<file path="config.mk">
export PLATFORM = sky130hd
export DESIGN_NAME = egg_timer_ctrl
export DESIGN_NICKNAME = d
export VERILOG_FILES = /design/src/rtl/egg_timer_pkg.sv /design/src/rtl/egg_timer_ctrl_btn_edge.sv /design/src/rtl/egg_timer_ctrl.sv
export SDC_FILE = /design/constraint.sdc
export NUM_CORES = 1
export LEC_CHECK = 0
export CORE_ASPECT_RATIO = 1.25
export CORE_MARGIN = 3
export CORE_UTILIZATION = 45
export CTS_CLUSTER_DIAMETER = 40
export DETAILED_ROUTE_END_ITERATION = 8
export PLACE_DENSITY = 0.65
export SLEW_MARGIN = 0
export SYNTH_ARGS = -nofsm -noshare
export SYNTH_HDL_FRONTEND = slang
export SYNTH_HIERARCHICAL = 1
export SYNTH_SLANG_ARGS = --single-unit
</file>
<file path="constraint.sdc">
create_clock -name clk -period 4.99 [get_ports clk]
set_input_delay 0.499 -clock clk [delete_from_list [all_inputs] [get_ports clk]]
set_output_delay 0.499 -clock clk [all_outputs]
set_load 0.02 [all_outputs]
</file>
<file path="src/rtl/egg_timer_pkg.sv">
// Shared types and constants for the egg timer controller.
// Time is held as minutes/seconds and flattened to total seconds for display.
package egg_timer_pkg;

  typedef enum logic [1:0] {
    SET   = 2'd0,
    RUN   = 2'd1,
    PAUSE = 2'd2,
    DONE  = 2'd3
  } state_e;

  localparam int               SECS_PER_MIN = 60;
  localparam logic [5:0]       MAX_MIN      = 6'(SECS_PER_MIN - 1);
  localparam int               COUNT_W      = 12;
  localparam logic [COUNT_W-1:0] MAX_COUNT  = 12'd3599;

  // min*60 as min*64 - min*4, avoiding a multiplier.
  function automatic logic [COUNT_W-1:0] mmss_to_count(input logic [5:0] min_v,
                                                       input logic [5:0] sec_v);
    return {min_v, 6'b0} - {4'b0, min_v, 2'b0} + {6'b0, sec_v};
  endfunction

endpackage

</file>
<file path="src/rtl/egg_timer_ctrl_btn_edge.sv">
// Rising-edge detector: one-cycle press pulse per low-to-high transition of a
// debounced, synchronous button level.
module btn_edge (
  input  logic clk,
  input  logic rst_n,
  input  logic btn_i,
  output logic press_o
);

  logic prev_q;

  always_ff @(posedge clk or negedge rst_n) begin
    if (!rst_n) prev_q <= 1'b0;
    else        prev_q <= btn_i;
  end

  assign press_o = btn_i & ~prev_q;

endmodule

</file>
<file path="src/rtl/egg_timer_ctrl.sv">
// Egg timer sequencer: set/run/pause/alarm FSM, seconds counter and 1 Hz
// prescaler. count/running/alarm/blank are decoded directly from registers.
module egg_timer_ctrl
  import egg_timer_pkg::*;
#(
  parameter int TICK_DIV   = 125000000,
  parameter int ALARM_SECS = 10
) (
  input  logic               clk,
  input  logic               rst_n,
  input  logic               btn_start,
  input  logic               btn_min,
  input  logic               btn_sec,
  input  logic               btn_clear,
  output logic [COUNT_W-1:0] count,
  output logic               running,
  output logic               alarm,
  output logic               blank
);

  localparam int TICK_W  = $clog2(TICK_DIV);
  localparam int ALARM_W = $clog2(ALARM_SECS + 1);

  localparam int B_SEC   = 0;
  localparam int B_MIN   = 1;
  localparam int B_START = 2;
  localparam int B_CLEAR = 3;

  logic [3:0] btn_lvl;
  logic [3:0] btn_press;

  assign btn_lvl = {btn_clear, btn_start, btn_min, btn_sec};

  for (genvar gi = 0; gi < 4; gi++) begin : g_btn
    btn_edge u_edge (
      .clk    (clk),
      .rst_n  (rst_n),
      .btn_i  (btn_lvl[gi]),
      .press_o(btn_press[gi])
    );
  end

  state_e              state_q, state_d;
  logic [5:0]          min_q, min_d;
  logic [5:0]          sec_q, sec_d;
  logic [TICK_W-1:0]   tick_q, tick_d;
  logic [ALARM_W-1:0]  alarm_cnt_q, alarm_cnt_d;

  always_ff @(posedge clk or negedge rst_n) begin
    if (!rst_n) begin
      state_q     <= SET;
      min_q       <= '0;
      sec_q       <= '0;
      tick_q      <= '0;
      alarm_cnt_q <= '0;
    end else begin
      state_q     <= state_d;
      min_q       <= min_d;
      sec_q       <= sec_d;
      tick_q      <= tick_d;
      alarm_cnt_q <= alarm_cnt_d;
    end
  end

  logic count_nz;
  logic sec_tick;

  assign count_nz = (min_q != 6'd0) || (sec_q != 6'd0);
  assign sec_tick = ((state_q == RUN) || (state_q == DONE)) &&
                    (tick_q == TICK_W'(TICK_DIV - 1));

  always_comb begin
    state_d     = state_q;
    min_d       = min_q;
    sec_d       = sec_q;
    tick_d      = tick_q;
    alarm_cnt_d = alarm_cnt_q;

    unique case (state_q)
      SET: begin
        tick_d      = '0;
        alarm_cnt_d = '0;
        if (btn_press[B_CLEAR]) begin
          min_d = '0;
          sec_d = '0;
        end else if (btn_press[B_START] && count_nz) begin
          state_d = RUN;
        end else begin
          // A start with nothing loaded is a no-op, so min/sec still apply.
          if (btn_press[B_MIN]) min_d = (min_q == MAX_MIN) ? 6'd0 : min_q + 6'd1;
          if (btn_press[B_SEC]) sec_d = (sec_q == MAX_MIN) ? 6'd0 : sec_q + 6'd1;
        end
      end

      RUN: begin
        if (btn_press[B_CLEAR]) begin
          state_d = SET;
          min_d   = '0;
          sec_d   = '0;
          tick_d  = '0;
        end else if (btn_press[B_START]) begin
          // Pause wins over a coincident tick; the prescaler phase is kept.
          state_d = PAUSE;
        end else if (sec_tick) begin
          tick_d = '0;
          if (sec_q == 6'd0) begin
            sec_d = MAX_MIN;
            min_d = min_q - 6'd1;
          end else begin
            sec_d = sec_q - 6'd1;
          end
          if ((min_q == 6'd0) && (sec_q == 6'd1)) state_d = DONE;
        end else begin
          tick_d = tick_q + TICK_W'(1);
        end
      end

      PAUSE: begin
        if (btn_press[B_CLEAR]) begin
          state_d = SET;
          min_d   = '0;
          sec_d   = '0;
          tick_d  = '0;
        end else if (btn_press[B_START]) begin
          state_d = RUN;
        end
      end

      DONE: begin
        if (btn_press != 4'b0000) begin
          state_d     = SET;
          alarm_cnt_d = '0;
          tick_d      = '0;
        end else if (sec_tick) begin
          tick_d = '0;
          if (alarm_cnt_q == ALARM_W'(ALARM_SECS - 1)) begin
            state_d     = SET;
            alarm_cnt_d = '0;
          end else begin
            alarm_cnt_d = alarm_cnt_q + ALARM_W'(1);
          end
        end else begin
          tick_d = tick_q + TICK_W'(1);
        end
      end
    endcase
  end

  assign count   = mmss_to_count(min_q, sec_q);
  assign running = (state_q == RUN);
  assign alarm   = (state_q == DONE);
  assign blank   = (state_q == DONE) && (tick_q >= TICK_W'(TICK_DIV / 2));

endmodule

</file>
==> impl_metrics.ini, run 1 <==
[status]
status = finished, final reports clean

[cells_and_area]
multi_input_area_mm2 = 0.00211
syn2layout_area_growth_pct = 9.24
drive_above_1_share_pct = 6.25
n_antenna_cell = 0
regArea_mm2 = 0.00123
post-route-util_pct = 51.3
final_cell_mix = dfrtp_1 (49), nor2_1 (47), nand2_1 (27)
layout_commonest_cell = dfrtp_1
fill_cells = 714
fin_nets = 441
stdcell_area_mm2 = 0.00382

[clocking]
insertion_delay_ns = 0.31
cts_root_buf = clkbuf_8
cts_tree = yes
htreeDepth = 2
cts.sinks = 49
cts_setup_buffers = 0
clk_pin_slew_worst_paths_ns = 0.10
cts_hold_buf = 0
cts_buffer_depth = 2
cts_resized = 0
cts-buffers-inserted = 5

[detailed_routing]
drt.antenna.violating_nets = 0
drt_first_pass_iters = 4
viasPerCell = 5.92
routed_wirelength_um = 7710
num_vias = 3009
route.detailed.drc = 0
drt_iter0_drc = 273
wl_per_cell_um = 15.2

[sta]
hold_viol = 0
rsz0062_at_grt = no
final_max_slew_viol_count = 0
layout_min_cycle_time_ns = 3.48
finalSetupTns_ns = 0
slew_headroom_pct = 43.9
setup_viol = 0
worst_clock_skew_ns = 0.0120
setup_ws_ns = 1.51
worst_pin_slew_ns = 0.836
fin_crit_sh_pct = 69.8
fmax_ghz = 0.287

[power]
power_leakage_nw = 1.56
power_density_mw_per_mm2 = 616
total_power_mw = 2.35
ir_drop_mv = 0.552

[critical_path]
r2r_start = tick_q[19]
endpoint_kind = output port
start_kind = register
path_max_fanout = 7
required_ns = 4.49
path_class = reg -> out
worst_ep_arrival_time_ns = 2.98
cp-startpoint = min_q[0]

[floorplanning]
fp.dieW_um = 84.8
start_util_pct = 46.9
die-area_mm2 = 0.00887
rows = 35
ios = 21
core-area_mm2 = 0.00744
die_h_um = 105

[synthesis]
synth_seq_cells = 49
avgSynthCellArea_um2 = 8.65
ys_async_sr_fraction_pct = 100
synth.distinct_cells = 60
ys.flop_type = dfrtp_1
synth_area_mm2 = 0.00349
synth_fp_nets = 430
syn_inst = 404
yosys_warnings = 6
synth_edf_count = 0
seq_area_frac_synth_pct = 35.1

[global_routing]
grt_use_total_pct = 17.9
grt_max_degree = 50
overflow = 0
first_global_vias = 2911
grt_pass1_wl_um = 13300
antenna_found_initial = 0

[place]
place_ws_ns = 1.86
gp_congestion = 0.817
dpl_cell_area_mm2 = 0.00373
port_buffers = 20
dp_hpwl_um = 5680

[job]
maxCapViolCount = 0

[hold_path]
min_path_type = in -> async
-- power breakdown --
| part | internal, mW | switching, mW |
|---|---|---|
| clock | 0.0971 | 0.138 |
| combinational | 0.662 | 0.876 |
| sequential | 0.459 | 0.118 |
-- critical path: stages (launching register included) --
cell,delay [ns]
dfrtp_1,0.48
inv_1,0.16
ha_1,0.33
o21a_1,0.19
o21a_1,0.20
nor2_1,0.12
o211ai_1,0.16
nor4_1,0.26
xnor2_1,0.15
clkdlybuf4s50_1,0.61
-- layout make-up --
| type | instances | area share (%) |
|---|---|---|
| clock inverter | 3 | 0.459 |
| sequential | 49 | 32.1 |
| timing repair buffer | 21 | 5.31 |
| clock buffer | 5 | 1.80 |
| tap | 92 | 3.02 |
| multi-input combinational | 318 | 55.3 |
| inverter | 20 | 1.97 |
-- cells by family (layout without fill, tap and decap cells) --
kind of cell / count (synthesis) / count (layout) / synth area share [%]
AND/OR/NAND/NOR: 168 / 168 / 27.0
XOR/XNOR: 29 / 29 / 7.27
buffers and inverters: 37 / 49 / 4.48
flip-flops: 49 / 49 / 35.1
adder cells (fa/ha/maj): 20 / 20 / 7.16
AO/OA/AOI/OAI: 99 / 99 / 18.4
multiplexers: 2 / 2 / 0.609
-- routing by layer --
| metal | vias to the layer above | part of all wire, % | track usage, % |
|---|---|---|---|
| met4 | 0 | 1.6 | 4.64 |
| li1 | 1480 | - | - |
| met2 | 69 | 52 | 33.0 |
| met3 | 17 | 2.9 | 2.46 |
| met1 | 1443 | 44 | 21.5 |
| met5 | - | 0 | 0 |
-- worst paths after layout --
path / end / slack, ns / cells after the start
min reg2reg: alarm_cnt_q[3] / 0.50 / 1
min: alarm_cnt_q[1] / 0.28 / 2
min in group clk: alarm_cnt_q[3] / 0.50 / 1
max in group asynchronous: tick_q[18] / 4.26 / 2
max reg2reg: tick_q[12] / 2.48 / 6
max: count[10] / 1.51 / 9
-- cells in the mapped netlist, types with 3 or more instances --
library cell	n	area share [%]
o21a_1	3	0.64
o31ai_1	10	2.1
nand2b_1	4	0.72
o21ai_1	17	2.4
xor2_1	18	4.5
nand4_1	12	2.1
and3_1	5	0.90
a31oi_1	6	1.1
ha_1	20	7.2
nor2b_1	8	1.4
a21o_1	4	0.86
nor3_1	14	2.0
nor4_1	6	1.1
dfrtp_1	49	35
o22a_1	3	0.75
nor2b_4	4	1.6
o21ai_0	11	1.6
nor4b_1	3	0.75
nor2_1	47	5.0
buf_2	8	1.1
inv_1	20	2.1
xnor2_1	11	2.8
clkbuf_1	7	0.75
o211ai_1	3	0.64
a21oi_1	20	2.9
nand3_1	17	2.4
nand2_1	27	2.9
o22ai_1	7	1.3
-- through the flow --
stage / hold slack (ns) / std cells
finish: 0.282 / 508
global route: 0.336 / 508
CTS: 0.316 / 508
detailed placement: 0.474 / 500
global placement: 0.483 / 500
floorplan: 0.203 / 404
-- sequential cells by signal, indices dropped and copies added (netlist names) --
name,cells
tick_q,27
min_q,6
sec_q,6
alarm_cnt_q,4
g_btn.u_edge/prev_q,4
state_q,2
Note: power is estimated with default switching activity, not from simulation.
==> run 2: changes to the inputs <==
Settings changed: PLACE_DENSITY 0.65 to 0.68.
Clock period 4.99 ns to 3.1 ns, I/O delays scaled along.
==> run 2 against run 1 <==
  * Critical path depth unchanged
  * Core utilization increased by 1.5 points
  * Non-clock buffer count increased by 8
  * Setup slack got worse by 1.3 ns
  * Sequential cell count unchanged
  * Highest routed layer unchanged
==> impl_metrics.ini, run 2 (synthesized netlist as in run 1, its figures left out) <==
[sta]
worst_pin_slew_ns = 0.863
worst_hold_slack_ns = 0.0788
worst_clock_skew_ns = 0.00973
fin_crit_sh_pct = 92.3
layout_min_cycle_time_ns = 2.86
hold_viol = 0
slew_headroom_pct = 42.1
final_max_slew_viol_count = 0
setup_viol = 0
fmax_ghz = 0.350

[detailed_routing]
viasPerCell = 5.92
route.detailed.drc = 0
num_vias = 3056
routed_wirelength_um = 8010
drt.antenna.violating_nets = 0
drt_first_pass_iters = 4
wl_per_cell_um = 15.5
drt_iter0_drc = 181

[cells_and_area]
top_register = tick_q
post-route-util_pct = 52.8
final_cell_mix = dfrtp_1 (49), nor2_1 (47), nand2_1 (27)
largestRegisters = tick_q (27), min_q (6), sec_q (6)
layout_commonest_cell = dfrtp_1
fin_nets = 449
syn2layout_area_growth_pct = 12.5
fin_cells = 516
stdcell_area_mm2 = 0.00393
largest_reg_flops = 27
n_antenna_cell = 0
drive_above_1_share_pct = 8.49

[clocking]
cts.sinks = 49
cts_hold_buf = 0
cts_root_buf = clkbuf_8
insertion_delay_ns = 0.31
htreeDepth = 2
cts_buffer_depth = 2
cts_tree = yes
clk_pin_slew_worst_paths_ns = 0.10
cts-buffers-inserted = 5

[floorplanning]
core-area_mm2 = 0.00744
ios = 21
die-area_mm2 = 0.00887
rows = 35
fp.dieW_um = 84.8
die_h_um = 105
start_util_pct = 46.9

[place]
dp_hpwl_um = 5870
dpl_cell_area_mm2 = 0.00379
port_buffers = 20
place_inst = 508
gp_congestion = 0.894

[global_routing]
grt_use_total_pct = 18.7
first_global_vias = 3101
grt_pass1_wl_um = 13900
antenna_found_initial = 0
grt_max_degree = 35
overflow = 0

[critical_path]
cp_cell_sequence = inv_1, ha_1, o21a_1, o21a_1, nor2_1, o211ai_1, nor4_2, xnor2_1, dlygate4sd2_1
endpoint_kind = output port
r2r_start = min_q[1]
path_max_fanout = 6
r2r_slack_ns = 0.65
critical_path_depth = 9
start_kind = register
reg2reg_to = min_q[3]
path_delay_family = compound AO/OA/AOI/OAI gates
crit_slowest_cell = dfrtp_1
rr_worst_depth = 8
slowest_delay_ns = 0.42
worst_ep_arrival_time_ns = 2.55
required_ns = 2.79
path_buf_inv = 2
path_class = reg -> out
crit_top_cell = o21a_1

[status]
status = finished, final reports clean

[power]
pwr-share-seq_pct = 22.0
internal_power_mw = 2.07
ir_drop_mv = 0.910
pwr-share-comb_pct = 65.6
power_leakage_nw = 1.66
p_sw_mw = 1.86
pwr-share-clk_pct = 12.3
total_power_mw = 3.93
swShare_pct = 47.2
power_density_mw_per_mm2 = 1000

[hold_path]
min_path_type = in -> async

[job]
maxCapViolCount = 0
run 2: cell types whose count changed in the layout (fill, tap and decap cells not counted), sizes merged:
cell | previous run | this run
buf | 2 | 10
bufinv | 0 | 1
dlymetal6s2s | 0 | 4
clkinv | 2 | 0
clkdlybuf4s50 | 19 | 13
clkbuf | 5 | 6
dlygate4sd2 | 0 | 2
run 2: final cells by class:
type | count | area (um2)
inverters | 20 | 75.1
flip-flops and latches | 49 | 1230
well taps | 92 | 115
fillers | 702 | 3510
clock buffers | 6 | 82.6
multi-input cells | 318 | 2120
clock inverters | 2 | 37.5
repair buffers | 29 | 270
run 2: how the worst max path moves through the flow:
| stage | from | to | slack, ns |
|---|---|---|---|
| after floorplan | min_q[0] | count[10] | 0.84 |
| after global placement | min_q[1] | count[10] | 0.33 |
| after detailed placement | min_q[1] | count[10] | 0.27 |
| after CTS | min_q[1] | count[7] | 0.02 |
| after global routing | min_q[1] | count[10] | -0.01 |
| final | min_q[1] | count[10] | 0.24 |
run 2: power by group through the flow:
| stage | clock [mW] | combinational (mW) | sequential, mW |
|---|---|---|---|
| global placement | 0 | 2.57 | 0.874 |
| detailed placement | 0 | 2.61 | 0.878 |
| finish | 0.485 | 2.58 | 0.866 |
| floorplan | 0 | 1.81 | 0.851 |
| CTS | 0.505 | 2.60 | 0.866 |
| global route | 0.519 | 2.85 | 0.885 |
run 2: metal layers:
layer  GRT usage (%)  wire [um]  up-vias
li1                -          -     1490
met1            22.2       3460     1475
met2            32.7       4070       74
met3            2.85        318       17
met4            8.48        160        0
met5               0          0        -
run 2: repair_timing:
action / CTS / global route
gates cloned: 0 / 0
gates resized for setup: 3 / 5
setup endpoints to repair: 3 / 5
buffers inserted: 0 / 0
endpoints found under the hold margin: 0 / 0
run 2: per-stage QoR:
step	worst slack (ns)	TNS (ns)
finish	0.239	0
global route	-0.0103	-0.0103
CTS	0.0179	0
detailed placement	0.273	0
global placement	0.327	0
floorplan	0.837	0
run 2: worst reg2reg max path, delay by kind of cell (launching register included):
| kind | cells | cell delay, ns |
|---|---|---|
| simple gates | 4 | 0.87 |
| buf+inv | 1 | 0.18 |
| compound gates | 2 | 0.63 |
| fa+ha+maj | 1 | 0.28 |
| flops | 1 | 0.43 |
==> run 3: changes to the inputs <==
Settings changed: CORE_ASPECT_RATIO 1.25 to 0.75.
==> run 3 against run 2 <==
  * Via count fell by 1.4%
  * Routed wire length increased by 1.4%
  * Largest cell class unchanged
  * Critical path type unchanged
  * Register-to-register slack lost 0.08 ns
  * Critical endpoint unchanged
==> impl_metrics.ini, run 3 (synthesized netlist as in run 1, its figures left out) <==
[sta]
layout_min_cycle_time_ns = 2.89
setup_viol = 0
hold_viol = 0
worst_clock_skew_ns = 0.00740
fmax_ghz = 0.346
fin_crit_sh_pct = 93.3
slew_headroom_pct = 41.5
finalSetupTns_ns = 0
final_max_slew_viol_count = 0
worst_pin_slew_ns = 0.877
rsz0062_at_grt = no

[critical_path]
path_buf_inv = 2
path_max_fanout = 6
start_kind = register
crit_slowest_cell = dfrtp_1
path_delay_family = compound AO/OA/AOI/OAI gates
path_class = reg -> out
crit_top_cell = o21a_1
cp_cell_sequence = inv_1, ha_1, o21a_1, o21a_1, nor2_1, o211ai_1, nor4_2, xnor2_1, dlygate4sd2_1
endpoint_kind = output port
worst_ep_arrival_time_ns = 2.58
slowest_delay_ns = 0.42
required_ns = 2.79

[cells_and_area]
final_cell_mix = dfrtp_1 (49), nor2_1 (47), nand2_1 (27)
drive_above_1_share_pct = 8.04
stdcell_area_mm2 = 0.00389
regArea_mm2 = 0.00123
top_register = tick_q
post-route-util_pct = 52.3
multi_input_area_mm2 = 0.00212
fill_cells = 699
largestRegisters = tick_q (27), min_q (6), sec_q (6)
largest_reg_flops = 27
fin_nets = 448
syn2layout_area_growth_pct = 11.3
n_antenna_cell = 0
layout_commonest_cell = dfrtp_1

[clocking]
cts_root_buf = clkbuf_8
cts_tree = yes
htreeDepth = 2
cts.sinks = 49
cts-buffers-inserted = 5
cts_buffer_depth = 2
cts_setup_buffers = 0
clk_pin_slew_worst_paths_ns = 0.09
insertion_delay_ns = 0.31

[detailed_routing]
drt_first_pass_iters = 5
num_vias = 3012
routed_wirelength_um = 8120
route.detailed.drc = 0
drt.antenna.violating_nets = 0
wl_per_cell_um = 15.5
drt_iter0_drc = 240
viasPerCell = 5.75

[global_routing]
antenna_found_initial = 0
overflow = 0
grt_max_degree = 39
first_global_vias = 2867
grt_pass1_wl_um = 14100
grt_use_total_pct = 19.8

[power]
pwr-share-seq_pct = 23.2
power_leakage_nw = 1.63
p_sw_mw = 1.86
pwr-share-comb_pct = 66.9
pwr-share-clk_pct = 9.8
ir_drop_mv = 0.681
internal_power_mw = 1.95
swShare_pct = 48.9
power_density_mw_per_mm2 = 980

[place]
dp_hpwl_um = 5990
gp_congestion = 0.851
dpl_cell_area_mm2 = 0.00379
port_buffers = 20

[hold_path]
min_path_type = in -> async

[status]
status = finished, final reports clean

[job]
maxCapViolCount = 0

[floorplanning]
die-area_mm2 = 0.00887
die_h_um = 82.3
core-area_mm2 = 0.00743
fp.dieW_um = 108
ios = 21
start_util_pct = 47.0
rows = 27
==> run 3: final timing paths <==
check / startpoint / end / slack (ns) / depth (start not counted)
min in group clk: btn_clear / g_btn[3].u_edge/prev_q / 0.47 / 1
worst min-delay path: rst_n / alarm_cnt_q[0] / 0.11 / 1
max in group asynchronous: rst_n / g_btn[3].u_edge/prev_q / 2.27 / 2
worst max register to register: state_q[1] / min_q[3] / 0.57 / 8
worst max-delay path: min_q[1] / count[10] / 0.21 / 9
worst min register to register: alarm_cnt_q[3] / alarm_cnt_q[3] / 0.50 / 1
==> run 3: layout make-up <==
class / instances / area share (%)
inverter: 20 / 1.93
tap: 101 / 3.25
clock inverter: 1 / 0.193
clock buffer: 7 / 1.96
timing repair buffer: 28 / 6.56
sequential: 49 / 31.5
multi-input combinational: 318 / 54.6
==> run 3: routing by layer <==
| layer | global-route usage, % | wire length [um] | vias up |
|---|---|---|---|
| li1 | - | - | 1485 |
| met1 | 29.9 | 4270 | 1447 |
| met2 | 29.2 | 3400 | 70 |
| met3 | 3.89 | 381 | 10 |
| met4 | 4.16 | 74 | 0 |
| met5 | 0 | 0 | - |
==> run 3: power by group through the flow <==
stage / clock network, mW / registers [mW] / logic (mW)
after floorplan: 0 / 0.851 / 1.81
after global placement: 0 / 0.890 / 2.54
after detailed placement: 0 / 0.896 / 2.58
after CTS: 0.387 / 0.885 / 2.57
after global routing: 0.416 / 0.906 / 2.81
final: 0.375 / 0.886 / 2.55
==> run 3: repair_timing <==
action / in CTS / in global routing
hold buffers: 0 / 0
gates resized for setup: 5 / 5
endpoints found under the setup margin: 3 / 4
endpoints found under the hold margin: 0 / 0
pin swaps: 0 / 0
==> run 3: through the flow <==
stage / hold WS, ns / setup WS, ns / cells / total power [mW]
after floorplan: 0.0144 / 0.837 / 404 / 2.66
after global placement: 0.472 / 0.298 / 516 / 3.43
after detailed placement: 0.477 / 0.218 / 516 / 3.47
after CTS: 0.137 / 0.0677 / 524 / 3.84
after global routing: 0.172 / 0.0106 / 524 / 4.13
final: 0.109 / 0.207 / 524 / 3.81
==> run 3: worst register-to-register path: stages, from the launching register on <==
cell and delay, ns:
dfrtp_1 0.42, inv_1 0.08, ha_1 0.29, a21oi_1 0.46, o21bai_1 0.15, a311oi_1 0.23
o21ai_1 0.33, or3_1 0.45, nand2_1 0.06
